File: src/rtl/m_fetch_queue.sv
// Instruction fetch stage: owns the PC, reads async imem and buffers {pc, ir} in a DEPTH-entry queue.
// Optional FETCH_STALL_CNT_EN adds w_stall_cnt, counting cycles decode was ready but the queue was empty.
module m_fetch_queue #(
    parameter int unsigned DEPTH    = 4,
    parameter logic [31:0] RESET_PC = 32'h0
) (
    input  logic                     w_clk,
    input  logic                     w_rst,
    output logic [31:0]              w_imem_addr,
    input  logic [31:0]              w_imem_data,
    input  logic                     w_redir,
    input  logic [31:0]              w_redir_pc,
    output logic                     w_valid,
    input  logic                     w_ready,
    output logic [31:0]              w_ir,
    output logic [31:0]              w_pc,
    output logic [$clog2(DEPTH):0]   w_count
`ifdef FETCH_STALL_CNT_EN
    ,
    output logic [31:0]              w_stall_cnt
`endif
);

    localparam int unsigned AW = $clog2(DEPTH);
    localparam int unsigned CW = AW + 1;

    logic [31:0]   pc_q, pc_d;
    logic [CW-1:0] cnt_q, cnt_d;
    logic [AW-1:0] rd_ptr_q, rd_ptr_d;
    logic [AW-1:0] wr_ptr_q, wr_ptr_d;
    logic [31:0]   ent_pc_q [DEPTH];
    logic [31:0]   ent_ir_q [DEPTH];
    logic [31:0]   ent_pc_d [DEPTH];
    logic [31:0]   ent_ir_d [DEPTH];

    logic          pop;
    logic          push;
    logic          unused_redir_lsb;

    assign unused_redir_lsb = ^w_redir_pc[1:0];

    always_comb begin
        pop  = (cnt_q != '0) & w_ready & ~w_redir;
        push = ~w_redir & ((cnt_q < CW'(DEPTH)) | pop);
    end

    always_comb begin
        pc_d     = pc_q;
        cnt_d    = cnt_q;
        rd_ptr_d = rd_ptr_q;
        wr_ptr_d = wr_ptr_q;
        ent_pc_d = ent_pc_q;
        ent_ir_d = ent_ir_q;

        if (w_redir) begin
            pc_d     = {w_redir_pc[31:2], 2'b00};
            cnt_d    = '0;
            rd_ptr_d = '0;
            wr_ptr_d = '0;
        end else begin
            if (push) begin
                ent_pc_d[wr_ptr_q] = pc_q;
                ent_ir_d[wr_ptr_q] = w_imem_data;
                pc_d               = pc_q + 32'd4;
                wr_ptr_d           = wr_ptr_q + AW'(1);
            end
            if (pop) begin
                rd_ptr_d = rd_ptr_q + AW'(1);
            end
            // Push and pop together leave occupancy unchanged, including when full.
            case ({push, pop})
                2'b10:   cnt_d = cnt_q + CW'(1);
                2'b01:   cnt_d = cnt_q - CW'(1);
                default: cnt_d = cnt_q;
            endcase
        end
    end

    always_ff @(posedge w_clk) begin
        if (w_rst) begin
            pc_q     <= RESET_PC;
            cnt_q    <= '0;
            rd_ptr_q <= '0;
            wr_ptr_q <= '0;
        end else begin
            pc_q     <= pc_d;
            cnt_q    <= cnt_d;
            rd_ptr_q <= rd_ptr_d;
            wr_ptr_q <= wr_ptr_d;
        end
    end

    // Entry storage needs no reset: outputs are masked whenever the queue is empty.
    always_ff @(posedge w_clk) begin
        ent_pc_q <= ent_pc_d;
        ent_ir_q <= ent_ir_d;
    end

    always_comb begin
        w_imem_addr = pc_q;
        w_count     = cnt_q;
        w_valid     = (cnt_q != '0);
        w_ir        = w_valid ? ent_ir_q[rd_ptr_q] : '0;
        w_pc        = w_valid ? ent_pc_q[rd_ptr_q] : '0;
    end

`ifdef FETCH_STALL_CNT_EN
    logic [31:0] stall_q, stall_d;

    always_comb begin
        stall_d = stall_q;
        if (w_ready & ~w_valid & ~w_redir) begin
            stall_d = stall_q + 32'd1;
        end
    end

    always_ff @(posedge w_clk) begin
        if (w_rst) begin
            stall_q <= '0;
        end else begin
            stall_q <= stall_d;
        end
    end

    assign w_stall_cnt = stall_q;
`endif

endmodule

File: config.mk
export PLATFORM = sky130hd
export DESIGN_NAME = m_fetch_queue
export DESIGN_NICKNAME = d
export VERILOG_FILES = /design/src/rtl/m_fetch_queue.sv
export SDC_FILE = /design/constraint.sdc
export NUM_CORES = 1
export LEC_CHECK = 0
export CAP_MARGIN = 25
export CORE_ASPECT_RATIO = 0.75
export CORE_MARGIN = 1
export CORE_UTILIZATION = 50
export CTS_CLUSTER_DIAMETER = 200
export DETAILED_ROUTE_END_ITERATION = 12
export PLACE_DENSITY_LB_ADDON = 0.1
export SYNTH_ARGS = -nofsm -noshare
export SYNTH_HDL_FRONTEND = slang
export SYNTH_SLANG_ARGS = --single-unit
File: constraint.sdc
create_clock -name w_clk -period 5.2 [get_ports w_clk]
set_clock_uncertainty 0.2 [all_clocks]
set_input_delay 1.3 -clock w_clk [delete_from_list [all_inputs] [get_ports w_clk]]
set_output_delay 1.3 -clock w_clk [all_outputs]
set_load 0.005 [all_outputs]
; ---- Word level (Yosys, flattened, before mapping)
; Cells that the tools add are included.
[word_totals]
regBits = 295
in_bits = 68
output_inout_bits = 100
elab_cells = 52
[classes]
n_addsub = 5
n_lt_le_gt_ge = 4
eq_ne = 2
n_mux = 15
bitwise_logic = 7
n_reduce_logical = 6
[ops]
columns = operator, n
row1 = 32-bit 2-to-1 mux, 9
row2 = 128-bit bitwise mux, 2
row3 = 32-bit binary-select mux with 2-bit select, 2
row4 = 32-bit demux with 2-bit select, 1
row5 = "32-bit by 3-bit adder with 32-bit output, second input constant", 1
row6 = "3-bit >= comparator, second input constant", 2
row7 = 2-bit NOT with 3-bit output, 2
row8 = 3-bit one-hot mux with 2 select lines, 1
row9 = "2-bit by 1-bit adder with 2-bit output, second input constant", 2
row10 = 2-bit nonzero test, 2
row11 = "3-bit by 1-bit adder with 3-bit output, second input constant", 1
row12 = 1-bit bitwise AND, 3
row13 = "3-bit by 1-bit less-than comparator with 1-bit output, second input constant", 1
row14 = "3-bit less-than comparator, second input constant", 1
row15 = 3-bit nonzero test, 1
row16 = "3-bit by 1-bit subtractor with 3-bit output, second input constant", 1
row17 = "2-bit by 1-bit == test with 1-bit output, second input constant", 1
row18 = "2-bit == test, second input constant", 1
row19 = 2-bit AND reduction, 1
row20 = 2-bit OR reduction, 1
row21 = 1-bit logical AND, 1
row22 = 1-bit NOT, 1
row23 = 1-bit OR, 1

; ---- Longest topological paths before layout
; Gate-level depths: netlist of the first run.
[depth]
word_depth = 7
ltp_mapped = 9
depth_no_buf = 8

; ---- Worst setup path after synthesis of the first run
; Ideal clock, no wire load.
[synth_path]
path_type = input-to-reg
start = input port w_redir
end = register ent_ir_q[0] (netlist bit), enable pin
setup_time_ns = 0.426
t_arrival_ns = 3.564
t_required_ns = 4.574
slack_ns = 1.009
stages = 5
n_path_buf = 2
path_cell_list = nand2b_1 -> clkbuf_1 -> clkbuf_1 -> a21oi_1 -> and2_1
[synth_via]
elab_chain_len = 5
[synth_rtl]
columns = item, line_no
row1 = start: declaration, 11  ; input logic w_redir,
row2 = 1-bit NOT (no line) *, n/a
row3 = 1-bit bitwise AND, 43  ; pop = (cnt_q != '0) & w_ready & ~w_redir;
row4 = 1-bit OR, 44  ; push = ~w_redir & ((cnt_q < CW'(DEPTH)) | pop);
row5 = 1-bit bitwise AND, 44
row6 = 2-bit AND reduction (no line) *, n/a
row7 = end signal: assignment, 96  ; ent_ir_q <= ent_ir_d;
row8 = end: declaration, 32  ; logic [31:0] ent_ir_q [DEPTH];
; Every way passes the cells marked *; elsewhere a longest branch is shown, timed or not.
; A chain may end at the register's enable or synchronous reset.

; ---- Worst setup path after layout of the first run
[layout_path]
start = register cnt_q[2], in the netlist w_count[2]
end = output port w_ir[15]
[layout_via]
elab_chain_len = 2
[layout_rtl]
columns = item, line_no
row1 = start: declaration, 28  ; logic [CW-1:0] cnt_q, cnt_d;
row2 = start signal: assignment, 87  ; cnt_q <= cnt_d;
row3 = 3-bit nonzero test, 102  ; w_valid = (cnt_q != '0);
row4 = 32-bit 2-to-1 mux, 103  ; w_ir = w_valid ? ent_ir_q[rd_ptr_q] : '0;
row5 = end: declaration, 15  ; output logic [31:0] w_ir,
; Every way passes these cells.

==> qor.txt, run 1 <==
Max Clock Freq - 215.8 MHz
Final clock period utilization by the worst path - 0.8912
Number of flops mapped to enable cells by yosys - 248
Layout area overhead - 24.30%
Post-synth cell types - 51
Number of warnings issued by yosys - 0
Peak supply drop - 0.2178 mV
Number of nets with antenna violations after routing - 0
Pwr dens - 335.8 mW/mm²
Synth top area cells - edfxtp_1 (64%), mux4_2 (12%), dfxtp_1 (6.4%), and2_1 (3.6%), a311oi_1 (1.3%)
Leading area contributor after synthesis - edfxtp_1
Buf+Inv Stages, Crit Path - 3
Net count, final - 916
Fin Setup TNS - 0 ns
Total wire length - 24,780 µm
CP endpoint kind - primary output
H-tree Lvls - 1
Cts-stage hold buffer count - 0
Crit path time final - 4.634 ns
Gp weighted congestion - 0.8180
Worst relative slew slack - 0.2652
CP max stage delay - 0.76 ns
CTS Root Buffer Type - clkbuf_16
Crit path from - w_count[2]$_SDFFE_PP0P_
Die span in y - 133.8 µm
Fin. max-slew vios - 0
Final total power - 4.832 mW
# rows - 47
Arr. time, crit path - 3.13 ns
Crit path max fanout - 46
Final setup vio count - 0
Leakage - 4.591 nW
Filler Cells Inserted - 1,575
Sequential fraction of the synthesis area - 0.7073
Num CTS Buffers - 28
Postcts setup bufs - 0
First-pass GRT wire length - 38,190 µm
Pin count of the biggest net entering global routing - 64
ANT cells - 0
Initial antenna violation count - 0
Max-Cap Viols - 0
Layout cells sized above 1 - 0.1452
Die X - 177.7 µm
Syn Area/Cell - 17.15 µm²
CTS tree - built
Post-synthesis cell area - 0.01158 mm²
Avg WL per Cell - 21.45 µm
Worst Tran Pin Value - 1.092 ns
Via count - 6,737
Grt total ovfl - 0
CP max-delay cell - dfxtp_1
Clk_lat worst skew - 0.54 ns
# DRC - 0
Placed cells - 1,104
Iter 0 DRT Violations - 719
Via density - 5.833
Core area - 0.02241 mm²
Total track usage - 0.2127
Critical Path RT - 3.70 ns
Synth Instances - 675
Cts repair resizes - 0
Number of global-route vias before repair - 6,672
I/O Buffers - 161
Worst r2r src - w_imem_addr[17]$_SDFFE_PP0P_
Synth async-reset ratio - 0
Min-Delay Path Class - reg -> reg
Final Hold Fails - 0
# IOs - 168
CP Class - reg -> out
Post-DP HPWL - 14,940 µm
Run status - finished, final reports clean
Die area - 0.02377 mm²
Most frequently used flop master after synthesis - edfxtp_1
RSZ-0062 raised after global routing - false
Initial core utilization - 0.5167
Worst-path cell chain - nor2b_1 -> inv_2 -> buf_4 -> and2_1 -> clkdlybuf4s50_1
CP startpoint kind - flop
Hold_sp - wr_ptr_q[1]$_SDFFE_PP0P_
CTS sink cnt - 285
Number of synthesized register bits - 285
Clock tree buffer depth - 3
Post-synth top area share - 0.6433
CTS clk-pin slew, worst paths - 0.06 ns
Delay-heaviest family, CP - buffers and inverters
TritonRoute pass-1 iters - 6
Fin cells - 1,155
final timing paths:
check,slack [ns],cells after the start,endpoint
worst max-delay path,0.57,5,w_ir[15]
worst min-delay path,0.32,2,wr_ptr_q[1]$_SDFFE_PP0P_
worst max register to register,2.39,4,w_imem_addr[30]$_SDFFE_PP0P_
worst min register to register,0.32,2,wr_ptr_q[1]$_SDFFE_PP0P_
report_power, final:
group | switching (mW) | total (mW) | internal [mW]
clock network | 0.806 | 1.86 | 1.06
registers | 0.0598 | 2.63 | 2.57
logic | 0.146 | 0.336 | 0.190
total | 1.01 | 4.83 | 3.82
metrics by stage:
step	hold WS, ns	utilization	cell area (µm²)	setup WS, ns
after floorplan	0.2763	-	11590	1.009
after global placement	0.2862	0.6047	13550	1.178
after detailed placement	0.3080	0.6047	13550	1.093
after CTS	0.3162	0.6422	14390	0.5184
after global routing	0.3543	0.6422	14390	0.3927
final	0.3158	0.6422	14390	0.5658
layout make-up:
| type | count | area, µm² | share of cell area |
|---|---|---|---|
| flip-flops and latches | 285 | 8195 | 0.5696 |
| multi-input cells | 335 | 3162 | 0.2197 |
| repair buffers | 175 | 1767 | 0.1228 |
| clock buffers | 39 | 752.0 | 0.05226 |
| well taps | 294 | 367.9 | 0.02557 |
| clock inverters | 12 | 88.84 | 0.006174 |
| inverters | 15 | 56.30 | 0.003913 |
kinds of logic (layout without fill, tap and decap cells):
logic type	count (synthesis)	count (layout)	share of synthesized area
flip-flops	285	285	0.7073
AND/OR/NAND/NOR	177	177	0.08723
AO/OA/AOI/OAI	72	72	0.04529
multiplexers	63	63	0.1215
buffers and inverters	58	241	0.02140
XOR/XNOR	11	11	0.008322
adder cells (fa/ha/maj)	8	8	0.008647
other	1	4	0.0003239
cells in the final DEF, fill, tap and decap left out, types with 3 or more instances in the layout:
master and n:
nor2_1 33, a2111oi_0 3, inv_1 14, nand3_1 16, or3_1 3, o21ai_0 11
and2_1 62, nand2_1 15, clkdlybuf4s50_1 161, clkbuf_16 28, a311oi_1 17, mux4_2 62
clkinv_1 6, buf_4 10, edfxtp_1 248, and4_1 3, o31ai_1 9, clkinv_2 4
a31oi_1 3, a211oi_1 10, nand4_1 8, dfxtp_1 35, or4_1 9, conb_1 4
clkbuf_1 10, and3_1 3, nor3_1 6, o31a_1 3, a21oi_1 8, ha_1 8
buf_12 4, xnor2_1 10, nor3b_1 3, and2_4 4
registers in the layout, indices dropped and copies added, names as in the netlist:
name	cells
w_count	3
rd_ptr_q	2
w_imem_addr	30
wr_ptr_q	2
ent_pc_q	120
ent_ir_q	128
cells in the mapped netlist, types with 2 or more instances:
library cell and count:
buf_4 4, nand4_1 8, ha_1 8, o21ai_0 11, dfxtp_1 37, o31a_1 3, or3_2 2, and4_1 3
or4_1 9, and2_1 66, clkbuf_1 27, a311oi_1 17, nand3_1 16, and3_1 3, edfxtp_1 248, o31ai_1 9
inv_1 15, nand2b_1 2, buf_2 6, nor3b_1 3, xnor2_1 10, or3_1 3, a31oi_1 3, nor3_1 6
a2111oi_0 3, mux4_2 62, nand2_1 15, a211oi_1 10, buf_1 5, a21oi_1 8, nor2_1 33
routing by layer:
layer	wire, µm	global-route usage	share of wire
met1	10950	0.3097	0.44
met2	11620	0.3396	0.47
met3	1806	0.03628	0.073
met4	399	0.04701	0.016
met5	0	0	0
worst reg2reg max path: cells and delay by family (launching register included):
family	cells	cell delay, ns
flops	1	0.55
compound gates	2	0.70
simple gates	2	1.22
No activity file was read; power rests on OpenSTA's default activity.
==> inputs of run 2 (changes only) <==
==> constraint.sdc (replaced) <==
create_clock -name w_clk -period 5.5 [get_ports w_clk]
set_clock_uncertainty 0.2 [all_clocks]
set_input_delay 1.375 -clock w_clk [delete_from_list [all_inputs] [get_ports w_clk]]
set_output_delay 1.375 -clock w_clk [all_outputs]
set_load 0.005 [all_outputs]
==> qor.txt, run 2 (synthesis results as in run 1) <==
Fin Setup TNS - 0 ns
Die span in y - 133.8 µm
Filler Cells Inserted - 1,591
Worst Tran Pin Value - 1.017 ns
# IOs - 168
Num CTS Buffers - 27
Hold_sp - wr_ptr_q[1]$_SDFFE_PP0P_
# DRC - 0
Number of nets with antenna violations after routing - 0
Initial antenna violation count - 0
CP startpoint kind - flop
RSZ-0062 raised after global routing - false
Placed cells - 1,102
WHS - 0.3080 ns
Critical Path RT - 3.92 ns
Layout cells sized above 1 - 0.1529
CTS sink cnt - 285
Avg WL per Cell - 21.51 µm
Max-Cap Viols - 0
First-pass GRT wire length - 38,600 µm
Iter 0 DRT Violations - 643
CTS clk-pin slew, worst paths - 0.06 ns
CP max stage delay - 0.79 ns
Post-DP HPWL - 14,730 µm
Fin. max-slew vios - 0
Crit path time final - 4.781 ns
Cts-stage hold buffer count - 0
Cts repair resizes - 0
I/O Buffers - 161
Max FFs per register - 128
Storage element area - 0.008195 mm²
Postcts setup bufs - 0
Clk_lat worst skew - 0.52 ns
Fin cells - 1,151
Max Clock Freq - 209.2 MHz
Core Util, Final - 0.6433
Worst relative slew slack - 0.3217
Peak supply drop - 0.1831 mV
Min-Delay Path Class - reg -> reg
Most common cell after layout, fill and taps aside - edfxtp_1
Pwr dens - 326.6 mW/mm²
Commonest cells after routing, fill and taps aside - edfxtp_1 (248), clkdlybuf4s50_1 (161), mux4_2 (62), and2_1 (62), dfxtp_1 (35)
# rows - 47
CP Class - reg -> out
Crit path from - w_count[2]$_SDFFE_PP0P_
Pre-CTS WS - 1.252 ns
CTS tree - built
Die area - 0.02377 mm²
Final setup vio count - 0
Net count, final - 913
Worst-path cell chain - nor2b_1 -> inv_2 -> buf_4 -> and2_1 -> clkdlybuf4s50_1
Via density - 5.860
Clock tree buffer depth - 3
Arr. time, crit path - 3.21 ns
Run status - finished, final reports clean
Core area - 0.02241 mm²
Pin count of the biggest net entering global routing - 64
CTS Root Buffer Type - clkbuf_16
Layout area overhead - 24.51%
Initial core utilization - 0.5167
Final clock period utilization by the worst path - 0.8693
Gp weighted congestion - 0.8264
Via count - 6,745
Largest register by flop count - ent_ir_q
Die X - 177.7 µm
Area of the multi-input gates - 0.003162 mm²
H-tree Lvls - 1
CP endpoint kind - primary output
Number of global-route vias before repair - 6,825
Leakage - 4.606 nW
Setup ws final - 0.7188 ns
ANT cells - 0
Grt total ovfl - 0
Total track usage - 0.2136
Worst r2r src - w_imem_addr[2]$_SDFFE_PP0P_
Total wire length - 24,760 µm
CP max-delay cell - dfxtp_1
Crit path max fanout - 38
Final Hold Fails - 0
TritonRoute pass-1 iters - 5
-- run 2: path summary, 6_finish.rpt --
path / slack (ns) / endpoint / cells after the start
worst max-delay path: 0.72 / w_pc[16] / 5
worst min-delay path: 0.31 / wr_ptr_q[1]$_SDFFE_PP0P_ / 2
worst max register to register: 2.75 / w_imem_addr[26]$_SDFFE_PP0P_ / 5
worst min register to register: 0.31 / wr_ptr_q[1]$_SDFFE_PP0P_ / 2
-- run 2: stage by stage --
stage,power [mW],instance area [µm²]
6_report,4.708,14410
5_1_grt,4.855,14410
2_1_floorplan,2.657,11590
3_5_place_dp,2.854,13500
4_1_cts,4.744,14410
3_3_place_gp,2.839,13500
-- run 2: report_power, final --
group          switching (mW)  internal [mW]  total (mW)
clock network           0.767           1.14        1.90
registers              0.0569           2.43        2.49
logic                   0.137          0.178       0.315
total                   0.961           3.75        4.71
-- run 2: area by class of cell --
class	count	share of cell area
Clock buffer	35	0.05113
Clock inverter	14	0.01259
Inverter	15	0.003906
Multi-Input combinational cell	335	0.2194
Sequential cell	285	0.5686
Tap cell	294	0.02552
Timing Repair Buffer	173	0.1189
-- run 2: metal layers --
metal,track usage,vias to the layer above,wire (µm)
li1,-,3001,-
met1,0.3026,3401,10430
met2,0.3448,303,11920
met3,0.04365,40,1981
met4,0.04653,0,429
met5,0,-,0
-- run 2: worst max-delay path: cells and delay by family (launching register included) --
kind          cells  cell delay [ns]
flops             1             0.79
simple gates      2             0.49
buf+inv           3             1.38
